File: src/rtl/ps2_key_event_queue_if.sv
// Key-event bus between the PS/2 scancode source, the event queue and one consumer.
// Handshake: an event moves on a rising clk edge where evt_valid && evt_ready; evt_* hold steady while evt_valid && !evt_ready.
interface ps2_key_event_queue_if #(
  parameter int PTR_W = 3
);
  logic             code_valid;
  logic [7:0]       code;
  logic             evt_valid;
  logic             evt_ready;
  logic [7:0]       evt_code;
  logic             evt_ext;
  logic             evt_break;
  logic [PTR_W:0]   evt_count;
  logic             overflow;
  logic             clear_overflow;

  modport master (
    output code_valid, code, evt_ready, clear_overflow,
    input  evt_valid, evt_code, evt_ext, evt_break, evt_count, overflow
  );

  modport slave (
    input  code_valid, code, evt_ready, clear_overflow,
    output evt_valid, evt_code, evt_ext, evt_break, evt_count, overflow
  );
endinterface

File: src/rtl/ps2_key_event_queue.sv
// Resolves E0/F0 scancode prefixes into key events and queues them in a show-ahead FIFO
// for a single valid/ready consumer.
module ps2_key_event_queue #(
  parameter int DEPTH       = 8,
  parameter int PTR_W       = 3,
  parameter int TIMEOUT_CYC = 200000
) (
  input  logic                 clk,
  input  logic                 reset_n,
  ps2_key_event_queue_if.slave bus,
  output logic [1:0]           fsm_state
);
  localparam int CNT_W = $clog2(TIMEOUT_CYC);

  typedef enum logic [1:0] {
    IDLE     = 2'd0,
    PRE_E0   = 2'd1,
    PRE_F0   = 2'd2,
    PRE_E0F0 = 2'd3
  } state_t;

  state_t           state, state_next;
  logic [CNT_W-1:0] tmo_cnt;
  logic             tmo_hit;
  logic             discard;
  logic             push, pop, full, do_push, drop;
  logic             evt_ext_new, evt_break_new;

  logic [9:0]       mem [DEPTH];
  logic [PTR_W-1:0] wr_ptr, rd_ptr;
  logic [PTR_W:0]   count;
  logic [9:0]       head_hold;
  logic [9:0]       head;

  assign fsm_state = state;
  assign discard   = (bus.code == 8'h00) || (bus.code == 8'hFF) || (bus.code == 8'hAA) ||
                     (bus.code == 8'hFA) || (bus.code == 8'hFE) || (bus.code == 8'hE1);
  assign tmo_hit   = (state != IDLE) && (tmo_cnt == CNT_W'(TIMEOUT_CYC - 1));

  always_ff @(posedge clk or negedge reset_n) begin
    if (!reset_n) state <= IDLE;
    else          state <= state_next;
  end

  // A byte arriving in the expiry cycle takes priority, so it sees the pre-timeout state.
  always_comb begin
    state_next    = state;
    push          = 1'b0;
    evt_ext_new   = (state == PRE_E0) || (state == PRE_E0F0);
    evt_break_new = (state == PRE_F0) || (state == PRE_E0F0);
    if (bus.code_valid) begin
      if (discard) begin
        state_next = IDLE;
      end else if (bus.code == 8'hE0) begin
        case (state)
          IDLE:    state_next = PRE_E0;
          PRE_F0:  state_next = PRE_E0F0;
          default: state_next = state;
        endcase
      end else if (bus.code == 8'hF0) begin
        case (state)
          IDLE:    state_next = PRE_F0;
          PRE_E0:  state_next = PRE_E0F0;
          default: state_next = state;
        endcase
      end else begin
        push       = 1'b1;
        state_next = IDLE;
      end
    end else if (tmo_hit) begin
      state_next = IDLE;
    end
  end

  always_ff @(posedge clk or negedge reset_n) begin
    if (!reset_n)                                         tmo_cnt <= '0;
    else if (bus.code_valid || state == IDLE || tmo_hit)  tmo_cnt <= '0;
    else                                                  tmo_cnt <= tmo_cnt + 1'b1;
  end

  // A full FIFO still accepts a push when the head leaves in the same cycle.
  assign full    = (count == (PTR_W+1)'(DEPTH));
  assign pop     = bus.evt_ready && (count != '0);
  assign do_push = push && (!full || pop);
  assign drop    = push && full && !pop;

  always_ff @(posedge clk) begin
    if (do_push) mem[wr_ptr] <= {evt_break_new, evt_ext_new, bus.code};
  end

  always_ff @(posedge clk or negedge reset_n) begin
    if (!reset_n) begin
      wr_ptr    <= '0;
      rd_ptr    <= '0;
      count     <= '0;
      head_hold <= '0;
    end else begin
      if (do_push) wr_ptr <= wr_ptr + 1'b1;
      if (pop)     rd_ptr <= rd_ptr + 1'b1;
      case ({do_push, pop})
        2'b10:   count <= count + 1'b1;
        2'b01:   count <= count - 1'b1;
        default: count <= count;
      endcase
      if (count != '0) head_hold <= mem[rd_ptr];
    end
  end

  always_ff @(posedge clk or negedge reset_n) begin
    if (!reset_n)                bus.overflow <= 1'b0;
    else if (drop)               bus.overflow <= 1'b1;
    else if (bus.clear_overflow) bus.overflow <= 1'b0;
  end

  // While empty the outputs freeze on the last head shown.
  assign head          = (count != '0) ? mem[rd_ptr] : head_hold;
  assign bus.evt_valid = (count != '0);
  assign bus.evt_count = count;
  assign bus.evt_code  = head[7:0];
  assign bus.evt_ext   = head[8];
  assign bus.evt_break = head[9];
endmodule

File: src/flat_wrapper.sv
// flat-port wrapper written by rule: the top's interface ports become plain ports
module ps2_key_event_queue_flat 
#(
  parameter int DEPTH       = 8,
  parameter int PTR_W       = 3,
  parameter int TIMEOUT_CYC = 200000
)
  (clk, reset_n, fsm_state, bus_code_valid, bus_code, bus_evt_ready, bus_clear_overflow, bus_evt_valid, bus_evt_code, bus_evt_ext, bus_evt_break, bus_evt_count, bus_overflow);
  ps2_key_event_queue_if #(.PTR_W(PTR_W)) bus_i ();
  input  logic clk;
  input  logic reset_n;
  output logic [1:0] fsm_state;
  input wire logic [$bits(bus_i.code_valid)-1:0] bus_code_valid;
  input wire logic [$bits(bus_i.code)-1:0] bus_code;
  input wire logic [$bits(bus_i.evt_ready)-1:0] bus_evt_ready;
  input wire logic [$bits(bus_i.clear_overflow)-1:0] bus_clear_overflow;
  output wire logic [$bits(bus_i.evt_valid)-1:0] bus_evt_valid;
  output wire logic [$bits(bus_i.evt_code)-1:0] bus_evt_code;
  output wire logic [$bits(bus_i.evt_ext)-1:0] bus_evt_ext;
  output wire logic [$bits(bus_i.evt_break)-1:0] bus_evt_break;
  output wire logic [$bits(bus_i.evt_count)-1:0] bus_evt_count;
  output wire logic [$bits(bus_i.overflow)-1:0] bus_overflow;
  assign bus_i.code_valid = bus_code_valid;
  assign bus_i.code = bus_code;
  assign bus_i.evt_ready = bus_evt_ready;
  assign bus_i.clear_overflow = bus_clear_overflow;
  assign bus_evt_valid = bus_i.evt_valid;
  assign bus_evt_code = bus_i.evt_code;
  assign bus_evt_ext = bus_i.evt_ext;
  assign bus_evt_break = bus_i.evt_break;
  assign bus_evt_count = bus_i.evt_count;
  assign bus_overflow = bus_i.overflow;
  ps2_key_event_queue #(.DEPTH(DEPTH), .PTR_W(PTR_W), .TIMEOUT_CYC(TIMEOUT_CYC)) u_core (.clk(clk), .reset_n(reset_n), .bus(bus_i), .fsm_state(fsm_state));
endmodule
File: config.mk
export PLATFORM = sky130hd
export DESIGN_NAME = ps2_key_event_queue_flat
export DESIGN_NICKNAME = d
export VERILOG_FILES = /design/src/rtl/ps2_key_event_queue_if.sv /design/src/rtl/ps2_key_event_queue.sv /design/src/flat_wrapper.sv
export SDC_FILE = /design/constraint.sdc
export NUM_CORES = 1
export LEC_CHECK = 0
export ABC_AREA = 1
export BUFFER_PORTS_ARGS = -buffer_cell sky130_fd_sc_hd__buf_2
export CAP_MARGIN = 10
export CORE_ASPECT_RATIO = 0.9
export CORE_UTILIZATION = 50
export DETAILED_ROUTE_END_ITERATION = 12
export PLACE_DENSITY = 0.67
export SLEW_MARGIN = 20
export SYNTH_ARGS = -nofsm -noshare
export SYNTH_HDL_FRONTEND = slang
export SYNTH_SLANG_ARGS = --single-unit
File: constraint.sdc
create_clock -name clk -period 2.6 [get_ports clk]
set_input_delay 0.52 -clock clk [delete_from_list [all_inputs] [get_ports clk]]
set_output_delay 0.52 -clock clk [all_outputs]
set_load 0.05 [all_outputs]
==> key figures, run 1 <==
Worst setup path
  – Delay of the slowest critical-path stage: 0.46 ns
  – CP Max Fanout: 20
  – CP cell instances: buf_12 > buf_16 > o21ai_0 > o32ai_1 > o21ai_0 > o22ai_2 > buf_4
  – WP buf/inv: 3
  – Crit-path slowest cell: dfrtp_2
  – Critical path type: reg2out
  – Crit-path most repeated cell: o21ai_0
  – Crit path DAT: 2.02 ns
  – Worst setup SP type: flip-flop
  – Req. time, crit path: 2.08 ns
  – CP endpoint kind: output port
  – CP top delay family: compound AO/OA/AOI/OAI gates

Layout
  – Commonest cells after routing, fill and taps aside: 80 x edfxtp_1, 76 x nor2_1, 45 x nand2_1
  – Multi-input gate area: 0.00169 sq mm
  – Total Nets Final: 548
  – Most common cell after layout, fill and taps aside: edfxtp_1
  – Syn-to-layout area delta: 21.7%
  – Fillers: 785
  – Storage cell area: 0.00343 sq mm
  – Post-route insts no fill: 671
  – Ratio of cells with drive above 1 in the final layout: 22.0%
  – Diodes inserted: 0

Power
  – Clock share of power: 29.4%
  – Pwr dens: 1200 mW/mm^2
  – Max rail drop VDD: 1.22 mV
  – Power Internal: 0.00477 W
  – Sequential power share: 32.7%
  – Static leakage: 2.65 nW
  – Net Sw Frac: 38.5%
  – Switch Pwr: 0.00299 W
  – Gate power share: 37.9%

STA
  – Final min period: 2.54 ns
  – Final setup vio count: 0
  – RSZ-0062 raised after global routing: yes
  – Clock Skew: 0.0107 ns
  – Slew Viols, Final: 0
  – Slew at the pin closest to its max-slew limit: 0.561 ns
  – Final WS setup: 0.0578 ns
  – Maximum clock frequency: 393 MHz
  – Max-slew headroom: 62.6%
  – Crit share post-route: 97.8%
  – Hold Vio Cnt, Final: 0

Synthesis
  – Synth Instances: 473
  – EDFF count, synth: 80
  – Flops & latches, synth: 121
  – YS warnings: 0
  – Syn Nets: 492
  – Syn Area/Cell: 11.3 sq um
  – Synth Cell Area: 0.00532 sq mm
  – Ys async rst share: 33.9%
  – Synth unique cells: 35
  – Seq/Total Area, Yosys: 64.4%
  – Ys flop type: edfxtp_1

Clocking
  – Num CTS Buffers: 17
  – H-tree levels: 4
  – CTS Buffer Depth: 2
  – Root Driver: clkbuf_16
  – CTS tree: done
  – Sink Count: 121
  – Hold Buf Count CTS: 0
  – Clk_lat worst skew: 0.42 ns
  – Worst-path clk slew: 0.06 ns

Detailed routing
  – Drt initial violations: 269
  – WL/cell: 18.2 um
  – Final WL: 12.2 mm
  – Via count: 3704
  – Drt via density: 5.52
  – Final antenna-violating net count: 0
  – DRC errors left: 0
  – First-pass iteration count of the detailed router: 5

Placement
  – DPL Wire Length: 7.44 mm
  – Pre-CTS setup slack: -0.0199 ns
  – Port bufs: 30
  – Routability cong.: 0.845
  – Placed Cells incl. Taps: 637

Min path
  – HP Class: in2async

Global routing
  – GRT overflow: 0
  – GRT Util Overall: 24.1%
  – Antenna violations before repair: 0
  – Largest net degree at the start of global routing: 43
  – Vias in the first global route: 3681
  – Global-route wire length before repair: 19.8 mm

Die
  – Die Wd: 111 um
  – Die area: 0.0111 sq mm
  – CORE AREA: 0.0103 sq mm
  – Initial core utilization: 51.7%
  – Io pins: 31
  – Die height: 99.9 um
  – Cell Rows: 35

Job
  – Number of max-cap violations: 0

Run status
  – Status: finished, final reports clean
-- worst paths after layout --
path	slack (ns)	to	cells after the start	from
hold / removal	0.09	u_core.tmo_cnt[14]$_DFF_PN0_	1	reset_n
setup reg to reg	0.43	u_core.bus.evt_count[3]$_DFFE_PN0P_	14	u_core.bus.evt_count[1]$_DFFE_PN0P_
min in group clk	0.30	u_core.bus.overflow$_DFFE_PN0P_	2	bus_clear_overflow
max in group asynchronous	1.80	u_core.rd_ptr[0]$_DFFE_PN0P_	2	reset_n
hold reg to reg	0.51	u_core.tmo_cnt[0]$_DFF_PN0_	1	u_core.tmo_cnt[0]$_DFF_PN0_
setup / recovery	0.06	bus_evt_code[5]	7	u_core.rd_ptr[0]$_DFFE_PN0P_
-- through the flow --
step	total power (W)	utilization [%]	instance area, sq um	TNS (ns)	hold WS (ns)
after floorplan	0.00442	-	5320	-1.12	0.224
after global placement	0.00513	56.0	5770	0	0.503
after detailed placement	0.00519	56.0	5770	-0.0199	0.510
after CTS	0.00766	62.3	6410	0	0.105
after global routing	0.00812	62.9	6470	-0.149	0.136
final	0.00776	62.9	6470	0	0.0941
-- Yosys cell counts, types with 2 or more instances --
library cell	count	area, sq um
a21oi_1	8	40.0
buf_2	3	15.0
clkbuf_1	13	48.8
dfrtp_1	41	1030
edfxtp_1	80	2400
ha_1	5	62.6
inv_1	44	165
inv_2	3	11.3
mux2i_1	14	140
nand2_1	45	169
nand2_2	7	43.8
nand2_4	2	22.5
nand3_1	19	95.1
nand3_2	4	40.0
nand4_1	8	50.1
nor2_1	76	285
nor2_2	4	25.0
nor2_4	3	33.8
nor3_1	5	25.0
o21ai_0	36	180
o21ai_1	2	10.0
o221ai_1	8	70.1
o22ai_1	14	87.6
o32ai_1	6	52.6
xnor2_1	4	35.0
xor2_1	10	87.6
-- layer usage --
layer | vias to the layer above | track usage, % | share of wire (%)
li1 | 1763 | - | -
met1 | 1791 | 33.8 | 46
met5 | - | 0 | 0
met4 | 0 | 9.44 | 0.98
met2 | 137 | 36.6 | 47
met3 | 13 | 6.04 | 6.0
-- cells by family (layout without fill, tap and decap cells) --
kind of cell               count (synthesis)  in the layout  synth area share (%)
AOI/OAI and AO/OA                         75             75                  8.42
xor gates and xnor gates                  14             14                  2.30
adders and majority gates                  6              6                  1.55
buffers and inverters                     65            134                  4.66
DFF                                      121            121                  64.4
muxes                                     14             14                  2.63
and+or+nand+nor                          178            178                  16.0
-- area by class of cell --
cell class / count / area share (%)
Sequential cell: 121 / 53.0
Multi-Input combinational cell: 287 / 26.1
Timing Repair Buffer: 54 / 6.75
Clock buffer: 17 / 6.57
Inverter: 48 / 2.78
Tap cell: 129 / 2.49
Clock inverter: 15 / 2.38
-- state kept, by name, indices dropped and copies added, names as in the netlist --
name	cells
u_core.mem	80
u_core.tmo_cnt	18
u_core.bus.evt_count	4
u_core.head_hold	10
u_core.fsm_state	2
u_core.wr_ptr	3
u_core.rd_ptr	3
u_core.bus.overflow	1
-- what timing repair did --
item	4_1_cts	5_1_grt
endpoints found under the setup margin	7	9
buffers inserted	0	1
cloned	1	0
pin swaps	0	2
resized for setup	10	15
-- power by group through the flow --
stage	Combinational (W)	Sequential, W	Clock, W
6_report	0.00295	0.00254	0.00228
5_1_grt	0.00316	0.00257	0.00240
4_1_cts	0.00282	0.00253	0.00231
3_5_place_dp	0.00263	0.00256	0
3_3_place_gp	0.00258	0.00255	0
2_1_floorplan	0.00177	0.00265	0
Note: power is estimated with default switching activity, not from simulation.
==> run 2: changes to the inputs <==
--- a/config.mk
+++ b/config.mk
@@ -5,13 +5,12 @@
 export SDC_FILE = /design/constraint.sdc
 export NUM_CORES = 1
 export LEC_CHECK = 0
-export ABC_AREA = 1
 export BUFFER_PORTS_ARGS = -buffer_cell sky130_fd_sc_hd__buf_2
 export CAP_MARGIN = 10
 export CORE_ASPECT_RATIO = 0.9
 export CORE_UTILIZATION = 50
 export DETAILED_ROUTE_END_ITERATION = 12
-export PLACE_DENSITY = 0.67
+export PLACE_DENSITY = 0.68
 export SLEW_MARGIN = 20
 export SYNTH_ARGS = -nofsm -noshare
 export SYNTH_HDL_FRONTEND = slang
==> run 2 against run 1 <==
Compared with the run above:
- the flow now finishes with violations (negative setup slack)
- clock skew is 0.0082 ns higher
- critical path type unchanged
- sequential share of layout area rose by 0.82 points
- final area decreased by 1.5%
- first-iteration DRC count is 22% lower
- largest cell class unchanged
- non-clock buffer count increased by 17
==> key figures, run 2 <==
Global routing
  – GRT overflow: 0 (unchanged)
  – Global-route wire length before repair: 16.5 mm (was 19.8 mm)
  – Largest net degree at the start of global routing: 23 (was 43)
  – GRT Util Overall: 21.8% (was 24.1%)
  – Vias in the first global route: 3079 (was 3681)
  – Antenna violations before repair: 0 (unchanged)

Die
  – Die height: 97.5 um (was 99.9 um)
  – Die area: 0.0105 sq mm (was 0.0111 sq mm)
  – Cell Rows: 34 (was 35)
  – Die Wd: 108 um (was 111 um)
  – Initial core utilization: 52.0% (was 51.7%)
  – Io pins: 31 (unchanged)
  – CORE AREA: 0.00974 sq mm (was 0.0103 sq mm)

Detailed routing
  – WL/cell: 18.6 um (was 18.2 um)
  – Drt initial violations: 209 (was 269)
  – Final WL: 10.2 mm (was 12.2 mm)
  – First-pass iteration count of the detailed router: 4 (was 5)
  – Drt via density: 5.48 (was 5.52)
  – Final antenna-violating net count: 0 (unchanged)
  – Via count: 3006 (was 3704)
  – DRC errors left: 0 (unchanged)

Synthesis
  – YS warnings: 0 (unchanged)
  – Synth Instances: 333 (was 473)
  – Flops & latches, synth: 121 (unchanged)
  – Synth unique cells: 47 (was 35)
  – Most common cell in the netlist: edfxtp_1 (unchanged)
  – Syn Area/Cell: 15.2 sq um (was 11.3 sq um)
  – EDFF count, synth: 80 (unchanged)
  – Fraction of synthesized cell area taken by the top area cell type: 47.4% (was 45.1%)
  – Synth area leader: edfxtp_1 (unchanged)
  – Ys flop type: edfxtp_1 (unchanged)
  – Ys async rst share: 33.9% (unchanged)
  – Syn Nets: 352 (was 492)
  – Seq/Total Area, Yosys: 67.7% (was 64.4%)
  – Most common library cells after synthesis: 80 x edfxtp_1, 41 x dfrtp_1, 34 x nor2_1, 21 x nand2_1, 20 x mux4_2 (was 80 x edfxtp_1, 76 x nor2_1, 45 x nand2_1, 44 x inv_1, 41 x dfrtp_1)
  – Largest cells by area after synthesis: edfxtp_1 47%, dfrtp_1 20%, mux4_2 8.9% (was edfxtp_1 45%, dfrtp_1 19%, nor2_1 5.4%)
  – Synth Cell Area: 0.00507 sq mm (was 0.00532 sq mm)

Clocking
  – Root Driver: clkbuf_8 (was clkbuf_16)
  – H-tree levels: 4 (unchanged)
  – Sink Count: 121 (unchanged)
  – CTS Buffer Depth: 2 (unchanged)
  – Num CTS Buffers: 17 (unchanged)
  – Worst-path clk slew: 0.06 ns (about the same)
  – Clk_lat worst skew: 0.51 ns (was 0.42 ns)
  – CTS tree: done (unchanged)

STA
  – Maximum clock frequency: 372 MHz (was 393 MHz)
  – Slew Viols, Final: 0 (unchanged)
  – Max-slew headroom: 69.6% (was 62.6%)
  – Final min period: 2.69 ns (was 2.54 ns)
  – Hold Vio Cnt, Final: 0 (unchanged)
  – Final WS setup: -0.0903 ns (was 0.0578 ns)
  – Crit share post-route: 103% (was 97.8%)
  – Setup TNS: -0.681 ns (was 0 ns)
  – Clock Skew: 0.0190 ns (was 0.0107 ns)
  – RSZ-0062 raised after global routing: yes (unchanged)
  – Slew at the pin closest to its max-slew limit: 0.453 ns (was 0.561 ns)
  – Final setup vio count: 10 (was 0)

Layout
  – Syn-to-layout area delta: 25.8% (was 21.7%)
  – Most common cell after layout, fill and taps aside: edfxtp_1 (unchanged)
  – Storage cell area: 0.00343 sq mm (unchanged)
  – Commonest cells after routing, fill and taps aside: 80 x edfxtp_1, 40 x dfrtp_1, 38 x buf_4 (was 80 x edfxtp_1, 76 x nor2_1, 45 x nand2_1)
  – Biggest regs: u_core.mem: 80 flops, u_core.tmo_cnt: 18 flops, u_core.head_hold: 10 flops (unchanged)
  – Diodes inserted: 0 (unchanged)
  – Fillers: 686 (was 785)
  – Multi-input gate area: 0.00158 sq mm (was 0.00169 sq mm)
  – Largest register FFs: 80 (unchanged)
  – Total Nets Final: 429 (was 548)
  – Top reg by flops: u_core.mem (unchanged)
  – Ratio of cells with drive above 1 in the final layout: 31.7% (was 22.0%)

Placement
  – Routability cong.: 0.801 (was 0.845)
  – DPL Wire Length: 6.43 mm (was 7.44 mm)
  – Pre-CTS setup slack: -0.347 ns (was -0.0199 ns)
  – Port bufs: 30 (unchanged)

Job
  – Number of max-cap violations: 0 (unchanged)

Run status
  – Failing checks: negative setup slack
  – Status: finished with violations (was finished, final reports clean)

Worst setup path
  – R2R Path Start: u_core.bus.evt_count[0]$_DFFE_PN0P_ (was u_core.bus.evt_count[1]$_DFFE_PN0P_)
  – CP startpoint: u_core.rd_ptr[0]$_DFFE_PN0P_ (unchanged)
  – Delay of the slowest critical-path stage: 0.50 ns (was 0.46 ns)
  – Req. time, crit path: 2.08 ns (about the same)
  – CP cell instances: buf_12 > mux4_2 > mux2i_1 > o21ai_0 > buf_4 (was buf_12 > buf_16 > o21ai_0 > o32ai_1 > o21ai_0 > o22ai_2 > buf_4)
  – Worst reg2reg path depth: 10 (was 14)
  – Crit path DAT: 2.17 ns (was 2.02 ns)
  – FF-to-FF setup slack: 0.26 ns (was 0.43 ns)
  – R2r endpoint: u_core.bus.evt_count[3]$_DFFE_PN0P_ (unchanged)
  – Worst setup SP type: flip-flop (unchanged)
  – Crit-path slowest cell: mux4_2 (was dfrtp_2)
  – CP Capture Point: bus_evt_code[3] (was bus_evt_code[5])
  – CP endpoint kind: output port (unchanged)
  – Critical path type: reg2out (unchanged)
  – CP Max Fanout: 9 (was 20)

Power
  – Max rail drop VDD: 0.754 mV (was 1.22 mV)
  – Pwr dens: 1230 mW/mm^2 (was 1200 mW/mm^2)
  – Static leakage: 2.43 nW (was 2.65 nW)

Min path
  – HP Class: in2reg (was in2async)
==> run 2: how the worst min path moves through the flow <==
stage                            start  depth (start not counted)                                   to  slack [ns]
finish              bus_clear_overflow                          2      u_core.bus.overflow$_DFFE_PN0P_        0.21
global route        bus_clear_overflow                          2      u_core.bus.overflow$_DFFE_PN0P_        0.19
CTS                 bus_clear_overflow                          2      u_core.bus.overflow$_DFFE_PN0P_        0.18
detailed placement             reset_n                          1        u_core.head_hold[2]$_DFF_PN0_        0.46
global placement               reset_n                          1        u_core.head_hold[2]$_DFF_PN0_        0.46
floorplan                      reset_n                          0  u_core.bus.evt_count[0]$_DFFE_PN0P_        0.22
==> run 2: timing repair <==
item | CTS | global route
hold buffers | 1 | 0
cloned | 1 | 0
setup endpoints to repair | 10 | 10
buffers inserted | 3 | 0
hold endpoints to repair | 13 | 0
resized for setup | 28 | 2
==> run 2: power breakdown <==
group / leakage [nW] / internal [W] / switching (W)
combinational: 0.896 / 0.00126 / 0.00174
sequential: 1.26 / 0.00243 / 0.000177
clock: 0.275 / 0.00145 / 0.000811
total: 2.43 / 0.00513 / 0.00273
==> run 2: logic make-up (layout without fill, tap and decap cells) <==
logic type	after synthesis	in the layout	share of synthesized area, %
AO/OA/AOI/OAI	29	29	3.70
AND/OR/NAND/NOR	99	99	9.48
buffers and inverters	24	114	2.07
XOR/XNOR	20	20	3.46
adder cells (fa/ha/maj)	6	6	1.63
multiplexers	34	34	12.0
flip-flops	121	121	67.7
==> run 2: area by class of cell <==
type	instances	area share, %
well taps	126	2.47
flip-flops and latches	121	53.8
repair buffers	71	9.26
clock inverters	13	2.41
inverters	11	0.648
multi-input cells	188	24.8
clock buffers	19	6.61
==> run 2: metrics by stage <==
stage / total power, W / area, sq um / instances / utilization, % / hold slack (ns)
6_report: 0.00786 / 6370 / 549 / 65.4 / 0.214
5_1_grt: 0.00823 / 6370 / 549 / 65.4 / 0.194
4_1_cts: 0.00792 / 6370 / 549 / 65.4 / 0.183
3_5_place_dp: 0.00530 / 5660 / 512 / 58.1 / 0.458
3_3_place_gp: 0.00524 / 5660 / 512 / 58.1 / 0.460
2_1_floorplan: 0.00452 / 5110 / 333 / - / 0.224
==> run 2: per-layer routing <==
layer / GRT usage, % / wire [um] / vias up
li1: - / - / 1403
met1: 29.6 / 4580 / 1515
met2: 33.7 / 4980 / 78
met3: 6.98 / 564 / 10
met4: 6.53 / 101 / 0
met5: 0 / 0 / -
==> run 2: critical path, delay by kind of cell, from the launching register on <==
kind	cells	cell delay, ns
multiplexers	2	0.64
flip-flops	1	0.48
buffers and inverters	2	0.40
AO/OA/AOI/OAI	1	0.13
